### src/rtl/pipe_pkg.sv
// pipe_pkg: types and constants shared by every inter-stage pipeline register
// of the core (IF/ID, ID/EX, EX/MEM, MEM/WB).
//   NOP_INSTR    - bubble instruction, addi x0,x0,0
//   PC_W_DEF     - default address field width
//   INSTR_W_DEF  - default instruction/payload field width
//   pipe_beat_t  - {pc, instr} beat at the default widths
package pipe_pkg;

  localparam int PC_W_DEF    = 32;
  localparam int INSTR_W_DEF = 32;

  localparam logic [31:0] NOP_INSTR = 32'h0000_0013;

  typedef struct packed {
    logic [PC_W_DEF-1:0]    pc;
    logic [INSTR_W_DEF-1:0] instr;
  } pipe_beat_t;

endpackage

### src/rtl/pipe_skid_entry.sv
// pipe_skid_entry: single holding register (valid + {pc, instr}) used as the
// main entry of pipe_stage_reg and, when the skid option is built, as the
// skid entry in front of it.
// Ports:
//   clk, reset         - clock, synchronous active-high reset
//   flush              - drop the held beat (valid=0, instr=NOP_VAL)
//   load               - capture ld_pc/ld_instr and mark valid
//   clear              - beat handed on: valid=0, instr=NOP_VAL, pc holds
//   ld_pc, ld_instr    - payload to capture on load
//   vld, pc, instr     - held entry
// Precedence: reset > flush > load > clear.
module pipe_skid_entry
  import pipe_pkg::*;
#(
  parameter int                 PC_W    = PC_W_DEF,
  parameter int                 INSTR_W = INSTR_W_DEF,
  parameter logic [INSTR_W-1:0] NOP_VAL = INSTR_W'(NOP_INSTR)
) (
  input  logic               clk,
  input  logic               reset,
  input  logic               flush,
  input  logic               load,
  input  logic               clear,
  input  logic [PC_W-1:0]    ld_pc,
  input  logic [INSTR_W-1:0] ld_instr,
  output logic               vld,
  output logic [PC_W-1:0]    pc,
  output logic [INSTR_W-1:0] instr
);

  always_ff @(posedge clk) begin
    if (reset) begin
      vld   <= 1'b0;
      pc    <= '0;
      instr <= NOP_VAL;
    end else if (flush) begin
      vld   <= 1'b0;
      instr <= NOP_VAL;
    end else if (load) begin
      vld   <= 1'b1;
      pc    <= ld_pc;
      instr <= ld_instr;
    end else if (clear) begin
      vld   <= 1'b0;
      instr <= NOP_VAL;
    end
  end

endmodule

### src/rtl/pipe_stage_reg.sv
// pipe_stage_reg: inter-stage pipeline register carrying a {pc, instr} beat
// with valid/ready handshake, flush-to-bubble and backpressure.
// Optional build macro: PIPE_STAGE_SKID_EN adds a skid entry so that in_ready
// is a flop output; without it in_ready is combinational from out_ready.
// Ports:
//   clk, reset                     - clock, synchronous active-high reset
//   flush                          - drop held beats and the current input beat
//   in_valid, in_ready             - upstream handshake
//   in_pc, in_instr                - upstream payload
//   out_valid, out_ready           - downstream handshake
//   out_pc, out_instr              - held payload (out_instr=NOP_VAL when idle)
//   occupancy                      - held entries (0..1, or 0..2 with skid)
module pipe_stage_reg
  import pipe_pkg::*;
#(
  parameter int                 PC_W    = PC_W_DEF,
  parameter int                 INSTR_W = INSTR_W_DEF,
  parameter logic [INSTR_W-1:0] NOP_VAL = INSTR_W'(NOP_INSTR)
) (
  input  logic               clk,
  input  logic               reset,
  input  logic               flush,
  input  logic               in_valid,
  output logic               in_ready,
  input  logic [PC_W-1:0]    in_pc,
  input  logic [INSTR_W-1:0] in_instr,
  output logic               out_valid,
  input  logic               out_ready,
  output logic [PC_W-1:0]    out_pc,
  output logic [INSTR_W-1:0] out_instr,
  output logic [1:0]         occupancy
);

  logic               accept;
  logic               deliver;
  logic               main_load;
  logic               main_clear;
  logic [PC_W-1:0]    main_ld_pc;
  logic [INSTR_W-1:0] main_ld_instr;

  logic               vld_p1;
  logic [PC_W-1:0]    pc_p1;
  logic [INSTR_W-1:0] instr_p1;

  assign accept  = in_valid & in_ready;
  assign deliver = vld_p1 & out_ready;

`ifdef PIPE_STAGE_SKID_EN

  logic               main_free;
  logic               skid_load;
  logic               skid_clear;
  logic               vld_p0;
  logic [PC_W-1:0]    pc_p0;
  logic [INSTR_W-1:0] instr_p0;

  // in_ready is the inverse of the skid valid flop, so upstream sees a stall
  // one cycle after the skid fills and no combinational path from out_ready.
  assign in_ready  = ~vld_p0;
  assign main_free = ~vld_p1 | out_ready;

  // Main refills from the skid first to keep order; the skid is only ever
  // full while the main entry is full, so the skid alone never holds a beat.
  assign main_load     = main_free & (vld_p0 | accept);
  assign main_ld_pc    = vld_p0 ? pc_p0    : in_pc;
  assign main_ld_instr = vld_p0 ? instr_p0 : in_instr;
  assign main_clear    = deliver & ~vld_p0 & ~accept;

  assign skid_load  = accept & ~main_free;
  assign skid_clear = vld_p0 & main_free;

  // ---- stage p0: skid entry ----
  pipe_skid_entry #(
    .PC_W    (PC_W),
    .INSTR_W (INSTR_W),
    .NOP_VAL (NOP_VAL)
  ) u_skid (
    .clk      (clk),
    .reset    (reset),
    .flush    (flush),
    .load     (skid_load),
    .clear    (skid_clear),
    .ld_pc    (in_pc),
    .ld_instr (in_instr),
    .vld      (vld_p0),
    .pc       (pc_p0),
    .instr    (instr_p0)
  );

  assign occupancy = {1'b0, vld_p1} + {1'b0, vld_p0};

`else

  // Single entry: free when empty or when its beat leaves this cycle, which
  // lets accept and deliver coincide for one beat per cycle.
  assign in_ready      = ~vld_p1 | out_ready;
  assign main_load     = accept;
  assign main_ld_pc    = in_pc;
  assign main_ld_instr = in_instr;
  assign main_clear    = deliver & ~accept;

  assign occupancy = {1'b0, vld_p1};

`endif

  // ---- stage p1: main (output) entry ----
  pipe_skid_entry #(
    .PC_W    (PC_W),
    .INSTR_W (INSTR_W),
    .NOP_VAL (NOP_VAL)
  ) u_main (
    .clk      (clk),
    .reset    (reset),
    .flush    (flush),
    .load     (main_load),
    .clear    (main_clear),
    .ld_pc    (main_ld_pc),
    .ld_instr (main_ld_instr),
    .vld      (vld_p1),
    .pc       (pc_p1),
    .instr    (instr_p1)
  );

  assign out_valid = vld_p1;
  assign out_pc    = pc_p1;
  assign out_instr = instr_p1;

endmodule

### config.mk
export PLATFORM = sky130hd
export DESIGN_NAME = pipe_stage_reg
export DESIGN_NICKNAME = d
export VERILOG_FILES = /design/src/rtl/pipe_pkg.sv /design/src/rtl/pipe_skid_entry.sv /design/src/rtl/pipe_stage_reg.sv
export SDC_FILE = /design/constraint.sdc
export NUM_CORES = 1
export LEC_CHECK = 0
export ABC_AREA = 1
export BUFFER_PORTS_ARGS = -buffer_cell sky130_fd_sc_hd__buf_4
export CAP_MARGIN = 0
export CORE_ASPECT_RATIO = 0.75
export CORE_MARGIN = 2
export CORE_UTILIZATION = 45
export CTS_CLUSTER_SIZE = 30
export DETAILED_ROUTE_END_ITERATION = 8
export PLACE_DENSITY = 0.74
export SKIP_LAST_GASP = 1
export SYNTH_ARGS = -nofsm -noshare
export SYNTH_HDL_FRONTEND = slang
export SYNTH_SLANG_ARGS = --single-unit
### constraint.sdc
create_clock -name clk -period 2.86 [get_ports clk]
set_input_delay 0.143 -clock clk [delete_from_list [all_inputs] [get_ports clk]]
set_output_delay 0.143 -clock clk [all_outputs]
set_load 0.02 [all_outputs]
Word level (Yosys, flattened, before mapping)
Index checks and enable logic that the tools add are counted. Widths: inputs -> output; s select.

Flip-flop bits (word level): 65. Input port bits: 69. Logic and storage cells: 17.

Muxes and demuxes: 4. Bitwise operators: 7. Reduce and logical (&&, ||, !) cells: 3.

Operators by type and width (count): $mux 32 (2); $and 1x1->1 (3); $not 1->1 (3); $mux 1 (2); $reduce_and 2->1 (1); $reduce_bool 2->1 (1); $reduce_or 2->1 (1); $or 1x1->1 (1).

Logic depth before layout (Yosys ltp)
Depth in word-level cells: 7. Depth in mapped cells: 7. Gate-level depth less buffers: 6.

Cells and area by module
A second synthesis with hierarchy kept.

Cells, all modules: 368. Area total of the unflattened synthesis: 2640.0 µm².

Modules (own cells, without submodules): pipe_skid_entry (instances 1, cells an instance 359, area each 2597.5 µm², seq. area each 1301.2 µm²); pipe_stage_reg (instances 1, cells an instance 9, area each 42.5 µm², seq. area each 0.0 µm²).

Least setup slack after synthesis
No wires, ideal clock.

Path type: register to register. From: register u_main.vld. To: register u_main.instr[4]. Setup time: 0.120 ns. Arrival time: 1.014 ns. Data required time: 2.740 ns. Setup slack: 1.726 ns. Cell stages (with the launch flop): 7. Path buffers: 1. Clock period less this slack: 1.134 ns. Path through: dfxtp_1 -> inv_1 -> nand2_2 -> buf_2 -> nand3b_1 -> o21ai_1 -> nand2_1.

Longest elaborated chain between the ends: 6.

RTL lines: start, declared (RTL line pipe_skid_entry.sv:26) `output logic vld,`; start signal, assigned (RTL line pipe_skid_entry.sv:33) `vld <= 1'b0;`; start signal, assigned (RTL line pipe_skid_entry.sv:37) `vld <= 1'b0;`; start signal, assigned (RTL line pipe_skid_entry.sv:40) `vld <= 1'b1;`; $not 1->1 (RTL line pipe_stage_reg.sv:96) `assign in_ready = ~vld_p1 | out_ready;`; $or 1x1->1 (RTL line pipe_stage_reg.sv:96); $and 1x1->1 (RTL line pipe_stage_reg.sv:45) `assign accept = in_valid & in_ready;`; $not 1->1 (RTL line pipe_stage_reg.sv:100) `assign main_clear = deliver & ~accept;`; $and 1x1->1 (RTL line pipe_stage_reg.sv:100); $reduce_bool 2->1 (no source line); end signal, assigned (RTL line pipe_skid_entry.sv:42) `instr <= ld_instr;`; end, declared (RTL line pipe_skid_entry.sv:28) `output logic [INSTR_W-1:0] instr`.

Several ways; a longest one is shown, not always the timed one. A chain may end at the register's enable or synchronous reset.

Worst setup path in the final report
From: register u_main.vld. To: output in_ready.

Longest elaborated chain between the ends: 2.

RTL lines: $not 1->1 (RTL line pipe_stage_reg.sv:96); $or 1x1->1 (RTL line pipe_stage_reg.sv:96); end, declared (RTL line pipe_stage_reg.sv:24) `output logic in_ready,`.

No other way between the ends.

==> reports/qor.txt <==
Clk Latency, worst-skew pair = 330 ps
Final Hold Fails = 0
Clock Sinks = 65
All-Layer GR Usage = 22.4%
Async SR Flop Fraction = 0%
first-pass GRT wire length = 13200 um
die height = 75.0 um
crit path time final = 1900 ps
post-place setup slack = 1100 ps
CTS Hold Bufs = 0
DRC Markers = 0
fmax = 526 MHz
Layout Skew = 5.14 ps
hold path cells = 3
detail-routed via count per cell = 4.76
Initial DRC Count = 137
Worst Slack Setup Final = 958 ps
EDFF count, synth = 0
Post-Synthesis Cell Area = 0.00302 mm^2
RePlAce Congestion = 0.777
initial antenna violation count = 0
TritonCTS Buffers = 9
crit share post-route = 66.5%
Ant. Diodes = 0
R2R Path Start = u_main.vld
critical path launch point = u_main.vld
Avg Cell Area, Syn = 7.00 um^2
Max Cap Viol = 0
Reg2Reg Depth = 5
CTS tree = yes
crit start category = flop
main flop type after synthesis = dfxtp_1
Die Wd = 98.7 um
Unique masters post-synth = 20
via count = 3007
Pleak = 2.21 nW
Area Growth Syn to Fin = 36.5%
Seq cells post-synth = 65
max-slew violation count = 0
CP max FO = 49
multi-input combinational cell area = 0.00113 mm^2
setup_tns = 0 ps
largest net degree at the start of global routing = 50
Worst EP arrival = 1760 ps
final net count = 615
Core Area = 0.00641 mm^2
worst setup path class = flop to primary output
status = complete, no violations
min-delay worst type = primary input to flop
vias in the first global route = 2745
dpl hpwl = 5480 um
share of cells above drive strength 1 = 29.4%
Yosys warning count = 0
worst vdd ir = 0.321 mV
Resize count post-CTS = 0
fill count = 578
Slew @ Worst Pin = 1070 ps
CTS H-Tree Depth = 3
slew margin rel. = 28.4%
buffer count from post-CTS setup fixing = 0
Mapped Cells = 432
WL per Instance = 12.8 um
CP Data Required Time = 2720 ps
num rows = 25
PwrDens = 520 mW/mm^2
Pre-antenna DRT Iters = 5
num ports = 137
DIE AREA = 0.00740 mm^2
grt ovf = 0
Bufs on Longest Clock Path = 2
syn nets = 501
CP endpoint kind = primary output
Final setup violation count = 0
Routed Wire Length = 8120 um
HP Start = in_instr[4]
Power Total = 0.00215 W
sequential element share of the synthesized area = 43.0%
root buf cell = clkbuf_8
Register Area = 0.00130 mm^2
Final ANT Viol Nets = 0
Initial Utilization = 47.2%
Worst-path clk slew = 70 ps
fin util = 64.4%
unrepaired setup endpoints after global routing = false
I/O Buffers = 135
[critical path, cell delays in order, from the launching register on]
cell,delay (ps)
dfxtp_1,360
nand2_2,280
buf_4,520
buf_4,240
[metrics by stage]
step | area, um^2 | hold WS [ps] | instances
final | 4130 | 25.4 | 632
after global routing | 4130 | 46.0 | 632
after floorplan | 3020 | 262 | 432
after global placement | 3940 | 353 | 616
after CTS | 4130 | 15.3 | 632
after detailed placement | 3940 | 361 | 616
[registers in the layout, indices dropped and copies added (netlist names)]
name,count
u_main.pc,32
u_main.vld,1
u_main.instr,32
[routing by layer]
metal	vias to the layer above	track usage [%]	wire, um
met3	10	9.29	753
met2	113	34.5	3580
li1	1552	-	-
met4	0	7.31	99
met1	1332	29.1	3680
met5	-	0	0
[final timing paths]
| check | end | slack [ps] |
|---|---|---|
| max reg2reg | u_main.pc[5] | 1180 |
| max | in_ready | 960 |
| min reg2reg | u_main.instr[2] | 480 |
| min | u_main.instr[4] | 30 |
[placed cells by master (no fill, tap or decap)]
cell,count
o21ai_1,1
nand3b_1,3
nand4_1,32
buf_4,137
conb_1,1
nand2_1,69
a21oi_1,30
dfxtp_1,65
clkinv_2,2
inv_1,100
clkbuf_1,3
nand2_2,2
nand3_1,50
nand3_2,9
inv_2,1
clkbuf_8,10
o21ai_0,2
nor2_1,33
bufinv_16,1
[cell usage after synthesis, types with 2 or more instances]
library cell	n	area share (%)
a21oi_1	30	5.0
buf_1	3	0.37
buf_2	17	2.8
buf_4	3	0.74
buf_6	6	2.2
clkbuf_1	4	0.50
dfxtp_1	65	43
inv_1	100	12
nand2_1	69	8.6
nand2_2	2	0.41
nand3_1	50	8.3
nand3_2	9	3.0
nand3b_1	3	0.74
nand4_1	32	6.6
nor2_1	33	4.1
o21ai_0	2	0.33
[logic make-up after synthesis]
family                 count (synthesis)  share of synthesized area, %
AND/OR/NAND/NOR                      198                          31.7
buffers and inverters                135                          19.7
flip-flops                            65                          43.0
AO/OA/AOI/OAI                         33                          5.46
other                                  1                         0.124
[power breakdown]
part           internal, W  switching (W)
clock network     0.000425       0.000342
logic             0.000176       0.000223
registers         0.000952      0.0000269
[cell type report]
cell class              instances  share of cell area (%)
clock buffers                  13                    3.61
flip-flops and latches         65                    31.5
multi-input cells             232                    27.3
inverters                     101                    9.19
repair buffers                137                    24.9
clock inverters                 3                   0.970
well taps                      81                    2.46
Note: power is estimated with default switching activity, not from simulation.
